$ cat src/rtl/pipe_pkg.sv
// Shared types and constants for the elastic pipeline stage.
// Occupancy states, drop counter width, ID/EX field widths.
package pipe_pkg;

  typedef enum logic [1:0] {
    ST_EMPTY = 2'd0,
    ST_ONE   = 2'd1,
    ST_TWO   = 2'd2
  } pipe_state_e;

  localparam int DROP_CNT_W = 8;

  localparam int PC_W   = 32;
  localparam int INST_W = 32;
  localparam int IMM_W  = 32;
  localparam int RD1_W  = 32;
  localparam int RD2_W  = 32;
  localparam int WREG_W = 5;

endpackage

$ cat src/rtl/pipe_entry_reg.sv
// One valid+ctrl+data holding register of the stage.
// Ports: clk, i_reset, i_load, i_clear_ctrl, i_clear_data, i_ctrl,
// i_data in; o_valid, o_ctrl, o_data out.
module pipe_entry_reg
  import pipe_pkg::*;
#(
  parameter int CTRL_W = 16,
  parameter int DATA_W = 133
) (
  input  logic              clk,
  input  logic              i_reset,
  input  logic              i_load,
  input  logic              i_clear_ctrl,
  input  logic              i_clear_data,
  input  logic [CTRL_W-1:0] i_ctrl,
  input  logic [DATA_W-1:0] i_data,
  output logic              o_valid,
  output logic [CTRL_W-1:0] o_ctrl,
  output logic [DATA_W-1:0] o_data
);

  logic              r_valid;
  logic [CTRL_W-1:0] r_ctrl;
  logic [DATA_W-1:0] r_data;

  // Clearing wins over loading so a kill can never be overridden.
  always_ff @(posedge clk) begin
    if (i_reset) begin
      r_valid <= 1'b0;
      r_ctrl  <= '0;
      r_data  <= '0;
    end else begin
      if (i_clear_ctrl) begin
        r_valid <= 1'b0;
        r_ctrl  <= '0;
      end else if (i_load) begin
        r_valid <= 1'b1;
        r_ctrl  <= i_ctrl;
      end
      if (i_clear_data)
        r_data <= '0;
      else if (i_load && !i_clear_ctrl)
        r_data <= i_data;
    end
  end

  assign o_valid = r_valid;
  assign o_ctrl  = r_ctrl;
  assign o_data  = r_data;

endmodule

$ cat src/rtl/pipe_stage_skid.sv
// Elastic valid/ready pipeline stage, optional 2-entry skid buffer.
// Ports: clk, reset, flush, in_* upstream, out_* downstream, occupancy, flush_drops.
module pipe_stage_skid
  import pipe_pkg::*;
#(
  parameter int CTRL_W     = 16,
  parameter int DATA_W     = 133,
  parameter bit SKID       = 1'b1,
  parameter bit FLUSH_DATA = 1'b1
) (
  input  logic                  clk,
  input  logic                  reset,
  input  logic                  flush,
  input  logic                  in_valid,
  output logic                  in_ready,
  input  logic [CTRL_W-1:0]     in_ctrl,
  input  logic [DATA_W-1:0]     in_data,
  output logic                  out_valid,
  input  logic                  out_ready,
  output logic [CTRL_W-1:0]     out_ctrl,
  output logic [DATA_W-1:0]     out_data,
  output logic [1:0]            occupancy,
  output logic [DROP_CNT_W-1:0] flush_drops
);

  localparam int CW = DROP_CNT_W + 1;

  logic              w_in_fire;
  logic              w_out_fire;
  logic              w_m_load;
  logic              w_m_clr;
  logic              w_m_clr_d;
  logic [CTRL_W-1:0] w_m_ctrl_d;
  logic [DATA_W-1:0] w_m_data_d;
  logic              w_m_valid;
  logic [CTRL_W-1:0] w_m_ctrl;
  logic [DATA_W-1:0] w_m_data;

  assign w_in_fire  = in_valid & in_ready;
  assign w_out_fire = w_m_valid & out_ready;

  pipe_entry_reg #(
    .CTRL_W(CTRL_W),
    .DATA_W(DATA_W)
  ) u_main (
    .clk          (clk),
    .i_reset      (reset),
    .i_load       (w_m_load),
    .i_clear_ctrl (w_m_clr),
    .i_clear_data (w_m_clr_d),
    .i_ctrl       (w_m_ctrl_d),
    .i_data       (w_m_data_d),
    .o_valid      (w_m_valid),
    .o_ctrl       (w_m_ctrl),
    .o_data       (w_m_data)
  );

  assign out_valid = w_m_valid;
  assign out_ctrl  = w_m_ctrl;
  assign out_data  = w_m_data;

  if (SKID) begin : g_skid
    pipe_state_e       r_state;
    pipe_state_e       w_next;
    logic              r_in_ready;
    logic              w_s_load;
    logic              w_s_clr;
    logic              w_s_valid;
    logic [CTRL_W-1:0] w_s_ctrl;
    logic [DATA_W-1:0] w_s_data;

    // in_ready is a pure flop: it looks ahead at the next state.
    always_ff @(posedge clk) begin
      if (reset) begin
        r_state    <= ST_EMPTY;
        r_in_ready <= 1'b1;
      end else begin
        r_state    <= w_next;
        r_in_ready <= (w_next != ST_TWO);
      end
    end

    always_comb begin
      w_next = r_state;
      if (flush) begin
        w_next = ST_EMPTY;
      end else begin
        unique case (r_state)
          ST_EMPTY:
            if (w_in_fire) w_next = ST_ONE;
          ST_ONE:
            if (w_in_fire && !w_out_fire)
              w_next = ST_TWO;
            else if (!w_in_fire && w_out_fire)
              w_next = ST_EMPTY;
          ST_TWO:
            if (w_out_fire) w_next = ST_ONE;
          default: w_next = ST_EMPTY;
        endcase
      end
    end

    always_comb begin
      w_m_load   = 1'b0;
      w_m_clr    = 1'b0;
      w_s_load   = 1'b0;
      w_s_clr    = 1'b0;
      w_m_ctrl_d = in_ctrl;
      w_m_data_d = in_data;
      if (flush) begin
        w_m_clr = 1'b1;
        w_s_clr = 1'b1;
      end else begin
        unique case (r_state)
          ST_EMPTY: w_m_load = w_in_fire;
          ST_ONE: begin
            w_m_load = w_in_fire & w_out_fire;
            w_s_load = w_in_fire & ~w_out_fire;
            w_m_clr  = ~w_in_fire & w_out_fire;
          end
          ST_TWO: begin
            w_m_load   = w_out_fire;
            w_s_clr    = w_out_fire;
            w_m_ctrl_d = w_s_ctrl;
            w_m_data_d = w_s_data;
          end
          default: ;
        endcase
      end
      w_m_clr_d = flush & FLUSH_DATA;
    end

    pipe_entry_reg #(
      .CTRL_W(CTRL_W),
      .DATA_W(DATA_W)
    ) u_skid (
      .clk          (clk),
      .i_reset      (reset),
      .i_load       (w_s_load),
      .i_clear_ctrl (w_s_clr),
      .i_clear_data (flush & FLUSH_DATA),
      .i_ctrl       (in_ctrl),
      .i_data       (in_data),
      .o_valid      (w_s_valid),
      .o_ctrl       (w_s_ctrl),
      .o_data       (w_s_data)
    );

    logic w_unused;
    assign w_unused  = w_s_valid;
    assign in_ready  = r_in_ready;
    assign occupancy = r_state;
  end else begin : g_flat
    assign in_ready   = ~w_m_valid | out_ready;
    assign w_m_load   = w_in_fire & ~flush;
    assign w_m_clr    = flush | (w_out_fire & ~w_in_fire);
    assign w_m_clr_d  = flush & FLUSH_DATA;
    assign w_m_ctrl_d = in_ctrl;
    assign w_m_data_d = in_data;
    assign occupancy  = {1'b0, w_m_valid};
  end

  logic [DROP_CNT_W-1:0] r_drops;
  logic [CW-1:0]         w_drop_sum;

  // A beat leaving downstream in the flush cycle is not a drop.
  assign w_drop_sum = {1'b0, r_drops} + CW'(occupancy)
                    + CW'(w_in_fire) - CW'(w_out_fire);

  always_ff @(posedge clk) begin
    if (reset)
      r_drops <= '0;
    else if (flush)
      r_drops <= w_drop_sum[DROP_CNT_W] ? '1
               : w_drop_sum[DROP_CNT_W-1:0];
  end

  assign flush_drops = r_drops;

endmodule

$ cat config.mk
export PLATFORM = sky130hd
export DESIGN_NAME = pipe_stage_skid
export DESIGN_NICKNAME = d
export VERILOG_FILES = /design/src/rtl/pipe_pkg.sv /design/src/rtl/pipe_entry_reg.sv /design/src/rtl/pipe_stage_skid.sv
export SDC_FILE = /design/constraint.sdc
export NUM_CORES = 1
export LEC_CHECK = 0
export CAP_MARGIN = 0
export CORE_MARGIN = 2
export CORE_UTILIZATION = 50
export DETAILED_ROUTE_END_ITERATION = 8
export PLACE_DENSITY = 0.8
export SLEW_MARGIN = 10
export SYNTH_ARGS = -nofsm -noshare
export SYNTH_HDL_FRONTEND = slang
export SYNTH_SLANG_ARGS = --single-unit
$ cat constraint.sdc
create_clock -name clk -period 4.5 [get_ports clk]
set_clock_uncertainty 0.1 [all_clocks]
set_input_delay 1.35 -clock clk [delete_from_list [all_inputs] [get_ports clk]]
set_output_delay 1.35 -clock clk [all_outputs]
set_load 0.1 [all_outputs]
==> results.md, run 1 <==
- Status: finished clean
- Synth Flop Type: dfxtp_1
- Area Growth Syn to Fin: 33.2%
- Met2 Track Usage GR: 0.388
- # rows: 59
- GR Util met3: 0.0601
- First-pass GRT wire length: 54900 um
- Final WS setup: 0.447 ns
- Peak VDD IR: 0.445 mV
- Iter 0 DRT Violations: 842
- Switching pwr: 2.17 mW
- Clock network power share: 0.368
- Nets: 1852
- Avg Cell Area, Syn: 9.19 um2
- Die height: 166 um
- Clock Sinks: 310
- Detailed-route via count: 10907
- Worst setup EP type: register
- Setup Buffers After CTS: 0
- Sequential element share of the synthesized area: 0.473
- Clk_lat worst skew: 0.55 ns
- Seq cells post-synth: 310
- Register area: 6210 um2
- PD cells: 404 nW/um2
- Peak Freq: 247 MHz
- Max cap viols: 0
- Post-CTS Hold Buffers: 0
- H-tree depth: 1
- Post-DP HPWL: 22000 um
- Most frequent cells in the layout: clkdlybuf4s50_1, dfxtp_1, nand2_1
- Setup TNS: 0 ns
- Mean routed wirelength per cell: 16.5 um
- Vias in the first global route: 10652
- Routed Antenna Nets: 0
- Final Max Slew Viols: 0
- Unique masters post-synth: 40
- Final Hold Vio Count: 0
- Worst setup SP type: primary input
- Period utilization: 0.901
- RSZ-0062 raised after global routing: no
- Worst Setup Path Type: in -> reg
- Gate Count Post-Synth: 1428
- Leak: 6.70 nW
- Gpl congestion: 0.843
- Sw Share: 0.307
- Min-delay src: g_skid.u_skid.o_data[30]$_SDFFE_PP0P_
- Setup-failing EPs final: 0
- Die ar.: 27500 um2
- Num CTS Buffers: 31
- Fillers: 2004
- DP Worst Slack: -0.0597 ns
- Slew at the pin closest to its max-slew limit: 1.10 ns
- Wirelength, routed: 33800 um
- Syn Nets: 1593
- Largest net degree at the start of global routing: 135
- Core Box Area: 25900 um2
- Clk root buf: clkbuf_16
- Layer with the highest usage: met2
- Antenna diodes: 0
- Pint: 4.89 mW
- Total GRT Usage: 0.236
- Clock buffer depth: 3
- Fraction of layout cells with a size suffix above 1: 0.109
- I/O pin cnt: 315
- Antenna violations before repair: 0
- Max-slew headroom: 0.267
- Met1 usage: 0.302
- CTS-repair resized insts: 0
- Cell Area, Synth: 13100 um2
- Clock edge transition at the registers on the reported setup and hold paths: 0.06 ns
- CTS tree: done
- Drt first pass iters: 7
- Final min period: 4.05 ns
- Async S/R FF share, synth: 0
- PortBufs: 314
- Starting density of the core: 0.506
- Die X: 166 um
- CP Data Arrival Time: 4.39 ns
- R2r startpoint: u_main.o_valid$_SDFFE_PP0P_
- Multi-input logic area: 6200 um2
- Path type of the worst min-delay path: reg -> reg
- Most common cell after layout, fill and taps aside: clkdlybuf4s50_1
- Crit Path Max Fanout: 7
- Global route total overflow: 0
- DR vias/cell: 5.34
- Yosys warns: 0
- DRC viols: 0
- Combinational share of power: 0.224
- Part of the power in registers: 0.408
- Critical Path RT: 4.83 ns
- EDFF count, synth: 0
- Worst setup startpoint: out_ready
==> synthesized netlist by cell type, types with 3 or more instances <==
cell | number | area share
nor2_1 | 159 | 0.045
buf_6 | 13 | 0.011
mux2i_1 | 149 | 0.11
inv_1 | 16 | 0.0046
a211oi_2 | 100 | 0.095
o21ai_1 | 5 | 0.0019
xor2_1 | 3 | 0.0020
a221oi_1 | 7 | 0.0047
nand2_1 | 309 | 0.088
o21ai_0 | 3 | 0.0011
dfxtp_1 | 310 | 0.47
buf_4 | 22 | 0.013
ha_1 | 9 | 0.0086
a211oi_1 | 50 | 0.029
nand2b_1 | 5 | 0.0024
a21oi_1 | 158 | 0.060
clkbuf_1 | 36 | 0.010
buf_2 | 46 | 0.018
==> flip-flops by register name, indices dropped and copies added (netlist names) <==
name,cells
u_main.o_data,133
occupancy,2
g_skid.u_skid.o_ctrl,16
g_skid.u_skid.o_data,133
flush_drops,8
in_ready,1
u_main.o_ctrl,16
u_main.o_valid,1
==> worst max-delay path, stage by stage <==
cell	delay (ns)
clkdlybuf4s50_1	0.47
nand2_2	0.06
inv_2	0.06
ha_1	0.24
fa_1	0.44
fa_1	0.44
nand2b_1	0.17
a211oi_1	0.31
o21ai_1	0.14
xnor2_1	0.13
and2_1	0.24
a221oi_1	0.33
==> per-stage QoR <==
stage	util	std cells	total power, mW	instance area, um2	hold slack, ns
final	0.674	2044	7.06	17500	0.353
after global routing	0.674	2044	7.33	17500	0.372
after CTS	0.674	2044	7.11	17500	0.354
after detailed placement	0.635	1989	4.51	16500	0.346
after global placement	0.635	1989	4.48	16500	0.340
after floorplan	-	1428	4.08	13100	0.336
==> metal layers <==
layer | part of all wire | vias to the layer above
met5 | 0 | -
met4 | 0.035 | 0
met3 | 0.068 | 70
met2 | 0.47 | 277
met1 | 0.42 | 5153
li1 | - | 5407
==> power by group through the flow <==
stage	Combinational [mW]	Sequential, mW	Clock, mW
after detailed placement	1.57	2.94	0
after floorplan	0.627	3.45	0
final	1.58	2.88	2.60
after global routing	1.68	2.89	2.76
after CTS	1.58	2.88	2.65
after global placement	1.54	2.94	0
==> final timing paths <==
path                            slack (ns)                                    end  cells after the start
worst min register to register        0.35  g_skid.u_skid.o_data[30]$_SDFFE_PP0P_                      2
worst max-delay path                  0.45            flush_drops[4]$_SDFFE_PP0P_                     12
worst min-delay path                  0.35  g_skid.u_skid.o_data[30]$_SDFFE_PP0P_                      2
worst max register to register        1.33            flush_drops[4]$_SDFFE_PP0P_                     11
==> kinds of logic (layout without fill, tap and decap cells) <==
kind of cell,count (synthesis),in the layout,synth area share
compound gates,334,334,0.199
xor+xnor,5,5,0.00334
fa+ha+maj,11,11,0.0116
buf+inv,135,416,0.0568
flops,310,310,0.473
mux,149,149,0.114
simple gates,484,484,0.143
==> layout make-up <==
class                      instances  area share
inverter                          18     0.00387
sequential                       310       0.355
clock inverter                    10     0.00716
clock buffer                      45      0.0514
tap                              335      0.0240
timing repair buffer             343       0.204
multi-input combinational        983       0.355
(Power assumes the default switching activity.)
==> run 2, diff against run 1 <==
==> constraint.sdc (replaced) <==
create_clock -name clk -period 4.5 [get_ports clk]
set_clock_uncertainty 0.1 [all_clocks]
set_input_delay 0.45 -clock clk [delete_from_list [all_inputs] [get_ports clk]]
set_output_delay 0.45 -clock clk [all_outputs]
set_load 0.1 [all_outputs]
==> run 2 against run 1 <==
  * Hold slack worse by 0.00066 ns
  * Clock power is 2% higher
  * Via count is 0.50% higher
  * Critical endpoint is now flush_drops[0]$_SDFFE_PP0P_
  * Largest cell class unchanged
  * Global-route usage is 0.061 points lower
  * Highest routed layer unchanged
  * First-iteration DRC count is 19% lower
  * Sequential power hardly changed
==> results.md, run 2 (synthesis gave the netlist of run 1 again) <==
- Final WS setup: 1.24 ns
- I/O pin cnt: 315
- CP peak stage delay: 0.46 ns
- DR vias/cell: 5.37
- Total GRT Usage: 0.235
- Reg2reg path depth: 11
- Gpl congestion: 0.850
- Fraction of layout cells with a size suffix above 1: 0.106
- Most frequent cells in the layout: clkdlybuf4s50_1, dfxtp_1, nand2_1
- Crit Path Max Fanout: 7
- Fin cells: 2041
- First-pass GRT wire length: 54800 um
- Clk root buf: clkbuf_16
- Routed Antenna Nets: 0
- Die X: 166 um
- Total power: 7.11 mW
- Placed cells: 1982
- Clock Sinks: 310
- Wirelength, routed: 33700 um
- Detailed-route via count: 10962
- CTS-repair resized insts: 0
- Global route total overflow: 0
- Most common cell after layout, fill and taps aside: clkdlybuf4s50_1
- Vias in the first global route: 10613
- R2r setup slk: 1.24 ns
- DRC viols: 0
- Peak VDD IR: 0.412 mV
- PD cells: 410 nW/um2
- Mean routed wirelength per cell: 16.5 um
- Slew at the pin closest to its max-slew limit: 1.19 ns
- Max cap viols: 0
- R2r startpoint: u_main.o_valid$_SDFFE_PP0P_
- Worst setup SP type: register
- Critical path's most frequent cell: fa_1
- Worst Setup Path Type: reg -> reg
- Post-DP HPWL: 21700 um
- Setup Buffers After CTS: 0
- Min-delay src: g_skid.u_skid.o_data[63]$_SDFFE_PP0P_
- Fin util: 0.670
- Setup TNS: 0 ns
- RSZ-0062 raised after global routing: no
- Hold endpoint: g_skid.u_skid.o_data[63]$_SDFFE_PP0P_
- Hold_ws: 0.352 ns
- Clk_lat worst skew: 0.56 ns
- Area Growth Syn to Fin: 32.3%
- Num CTS Buffers: 31
- Fillers: 2016
- FF-to-FF End: flush_drops[0]$_SDFFE_PP0P_
- Period utilization: 0.724
- Post-CTS Hold Buffers: 0
- Die height: 166 um
- Max-slew headroom: 0.203
- Antenna violations before repair: 1
- Drt first pass iters: 5
- Core Box Area: 25900 um2
- WHS Path Cells: 2
- Critical Path RT: 4.84 ns
- Placed cell area: 16300 um2
- CP Data Arrival Time: 3.59 ns
- Status: finished clean
- Worst path slowest cell: fa_1
- CTS tree: done
- Final Max Slew Viols: 0
- H-tree depth: 1
- Clock buffer depth: 3
- Nets: 1845
- Worst setup EP type: register
- # rows: 59
- Cell area after layout: 17400 um2
- PortBufs: 314
- Peak Freq: 307 MHz
- Leak: 6.65 nW
- DP Worst Slack: 0.707 ns
- Largest net degree at the start of global routing: 136
- Starting density of the core: 0.506
- Die ar.: 27500 um2
- Clock edge transition at the registers on the reported setup and hold paths: 0.06 ns
- Final min period: 3.26 ns
- Iter 0 DRT Violations: 681
- Path type of the worst min-delay path: reg -> reg
- CP Cell Sequence: nand2_2, inv_2, ha_1, fa_1, fa_1, nand2b_1, a211oi_1, o21ai_1, xnor2_1, and2_1, a221oi_1
- Final Hold Vio Count: 0
- Setup-failing EPs final: 0
==> run 2: critical path: cells and delay by family (launching register included) <==
family / cells / cell delay, ns
buffers and inverters: 1 / 0.14
XOR/XNOR: 1 / 0.13
adder cells (fa/ha/maj): 3 / 1.16
AND/OR/NAND/NOR: 3 / 0.52
flip-flops: 1 / 0.37
AO/OA/AOI/OAI: 3 / 0.73
==> run 2: area by class of cell <==
class                   instances  area (um2)  area share
well taps                     335         419      0.0242
diodes                          2        5.00    0.000288
clock inverters                 9         124     0.00714
repair buffers                336        3400       0.196
clock buffers                  48         940      0.0541
multi-input cells             983        6200       0.357
inverters                      18        67.6     0.00389
flip-flops and latches        310        6210       0.358
==> run 2: report_power, final <==
| group | total, mW | internal (mW) | switching [mW] | leakage (nW) |
|---|---|---|---|---|
| Combinational | 1.57 | 0.513 | 1.06 | 3.61 |
| Clock | 2.65 | 1.60 | 1.05 | 0.529 |
| Sequential | 2.89 | 2.82 | 0.0604 | 2.51 |
| Total | 7.11 | 4.94 | 2.17 | 6.65 |
==> run 2: how the worst max path moves through the flow <==
stage | startpoint | endpoint | slack [ns] | depth (start not counted)
after floorplan | u_main.o_valid$_SDFFE_PP0P_ | flush_drops[0]$_SDFFE_PP0P_ | 0.68 | 12
after CTS | u_main.o_valid$_SDFFE_PP0P_ | flush_drops[3]$_SDFFE_PP0P_ | 1.25 | 11
after detailed placement | out_ready | flush_drops[3]$_SDFFE_PP0P_ | 0.71 | 12
after global placement | out_ready | flush_drops[1]$_SDFFE_PP0P_ | 0.79 | 12
after global routing | u_main.o_valid$_SDFFE_PP0P_ | flush_drops[3]$_SDFFE_PP0P_ | 1.01 | 11
final | u_main.o_valid$_SDFFE_PP0P_ | flush_drops[0]$_SDFFE_PP0P_ | 1.24 | 11
==> run 2: layer usage <==
layer	wire, um	GRT usage
met5	0	0
met1	14100	0.299
met4	1140	0.0824
met2	15800	0.391
met3	2580	0.0589
==> run 3, diff against run 2 <==
Settings changed: CORE_UTILIZATION 50 to 45, PLACE_DENSITY 0.8 to 0.76.
Clock period 4.5 ns to 2.92 ns, I/O delays scaled along.
==> run 3 against run 2 <==
  * Register-to-register slack worse by 1.1 ns
  * Non-clock buffer count up 24
  * Clock-buffer cell count up 4
  * Via count increased by 0.50%
  * Critical endpoint is now flush_drops[7]$_SDFFE_PP0P_
  * Highest routed layer unchanged
==> results.md, run 3 (synthesis gave the netlist of run 1 again) <==
- Status: finished clean
- DR vias/cell: 5.20
- Setup Buffers After CTS: 0
- Setup-failing EPs final: 0
- Post-DP HPWL: 22800 um
- Crit-path leading delay family: adder cells
- Drt first pass iters: 5
- Wirelength, routed: 34400 um
- Core Box Area: 28700 um2
- Cell area after layout: 17500 um2
- PortBufs: 314
- Path type of the worst min-delay path: in -> reg
- Worst path slowest cell: fa_2
- Reg2reg path depth: 12
- Vias in the first global route: 10883
- Hold endpoint: g_skid.u_skid.o_data[88]$_SDFFE_PP0P_
- Peak VDD IR: 0.444 mV
- Antenna violations before repair: 1
- Worst setup EP type: register
- Detailed-route via count: 11017
- PD cells: 642 nW/um2
- Slew at the pin closest to its max-slew limit: 0.875 ns
- Final min period: 2.80 ns
- Leak: 7.16 nW
- Area Growth Syn to Fin: 33.2%
- Starting density of the core: 0.457
- Placed cell area: 16300 um2
- Iter 0 DRT Violations: 560
- Num CTS Buffers: 34
- Setup TNS: 0 ns
- Max-slew headroom: 0.417
- Largest net degree at the start of global routing: 100
- CP Buf/Inv Count: 2
- R2r setup slk: 0.12 ns
- Max cap viols: 0
- Total GRT Usage: 0.218
- Crit Path Max Fanout: 3
- Worst setup SP type: register
- Final Hold Vio Count: 0
- Post-CTS Hold Buffers: 0
- FF-to-FF End: flush_drops[7]$_SDFFE_PP0P_
- Clock Sinks: 310
- R2r startpoint: u_main.o_valid$_SDFFE_PP0P_
- Clk root buf: clkbuf_16
- Clock edge transition at the registers on the reported setup and hold paths: 0.06 ns
- Most frequent cells in the layout: nand2_1, dfxtp_1, buf_4
- Final WS setup: 0.120 ns
- Critical Path RT: 3.20 ns
- CTS tree: done
- Final Max Slew Viols: 0
- Fin util: 0.609
- Min-delay src: in_data[88]
- Global route total overflow: 0
- H-tree depth: 2
- I/O pin cnt: 315
- WHS Path Cells: 3
- Die X: 175 um
- Die height: 175 um
- Fraction of layout cells with a size suffix above 1: 0.225
- Clk_lat worst skew: 0.50 ns
- Die ar.: 30500 um2
- Clock buffer depth: 3
- DP Worst Slack: -0.408 ns
- CP peak stage delay: 0.41 ns
- DRC viols: 0
- Gpl congestion: 0.814
- Mean routed wirelength per cell: 16.2 um
- Peak Freq: 357 MHz
- First-pass GRT wire length: 55400 um
- CP Cell Sequence: nand2_4, inv_4, ha_4, fa_2, fa_2, nand2b_4, a211oi_4, buf_4, nor2b_1, a211o_1, a21oi_2, o32ai_1
- Most common cell after layout, fill and taps aside: nand2_1
- Period utilization: 0.959
- Routed Antenna Nets: 0
- Nets: 1872
- CP Data Arrival Time: 3.08 ns
- # rows: 62
- Worst Setup Path Type: reg -> reg
- Critical path's most frequent cell: fa_2
==> run 3: cell count changes in the layout (fill, tap and decap cells not counted), moves of 3 or more <==
cell             previous run  this run
a221oi_1                    7         0
a221oi_2                    0         7
buf_12                      7        17
buf_4                      15       190
bufinv_16                   3         0
clkbuf_16                  31        37
clkdlybuf4s50_1           314       153
dfxtp_1                   310       304
dfxtp_2                     0         3
dfxtp_4                     0         3
==> run 3: worst max path at each step <==
| stage | slack (ns) | from | end | depth (start not counted) |
|---|---|---|---|---|
| 4_1_cts | 0.03 | u_main.o_valid$_SDFFE_PP0P_ | flush_drops[2]$_SDFFE_PP0P_ | 11 |
| 3_3_place_gp | -0.36 | out_ready | flush_drops[1]$_SDFFE_PP0P_ | 12 |
| 6_report | 0.12 | u_main.o_valid$_SDFFE_PP0P_ | flush_drops[7]$_SDFFE_PP0P_ | 12 |
| 2_1_floorplan | -0.03 | u_main.o_valid$_SDFFE_PP0P_ | flush_drops[0]$_SDFFE_PP0P_ | 12 |
| 3_5_place_dp | -0.41 | out_ready | flush_drops[2]$_SDFFE_PP0P_ | 12 |
| 5_1_grt | -0.03 | u_main.o_valid$_SDFFE_PP0P_ | flush_drops[7]$_SDFFE_PP0P_ | 12 |
==> run 3: metrics by stage <==
step / std cells / hold slack [ns] / total power, mW
finish: 2117 / 0.269 / 11.2
global route: 2117 / 0.258 / 11.7
CTS: 2116 / 0.251 / 11.3
detailed placement: 2055 / 0.345 / 7.07
global placement: 2055 / 0.340 / 7.03
floorplan: 1428 / 0.328 / 6.39
==> run 3: tightest hold or removal path, stage by stage <==
cell,delay [ns]
clkdlybuf4s50_1,0.41
nand2_1,0.06
a21oi_1,0.05
==> run 3: where the power goes <==
part           internal (mW)  switching [mW]
logic                  0.860            1.73
clock network           2.51            1.68
registers               4.36          0.0822
total                   7.73            3.49
==> run 3: layout make-up <==
class | instances | area, um2
diodes | 1 | 2.50
clock buffers | 52 | 1060
clock inverters | 9 | 50.0
fillers | 2462 | 11200
inverters | 18 | 70.1
multi-input cells | 983 | 6290
flip-flops and latches | 310 | 6220
well taps | 384 | 480
repair buffers | 360 | 3300
==> run 3: per-layer routing <==
metal  track usage  wire [um]  vias up
met3        0.0518       2360       80
met4        0.0781       1230        0
met2         0.365      16100      318
li1              -          -     5453
met5             0          0        -
met1         0.275      14700     5166
==> run 3: timing repair <==
item                                    CTS  global route
endpoints found under the hold margin     0             0
gates resized for setup                   0             4
endpoints found under the setup margin    0             8
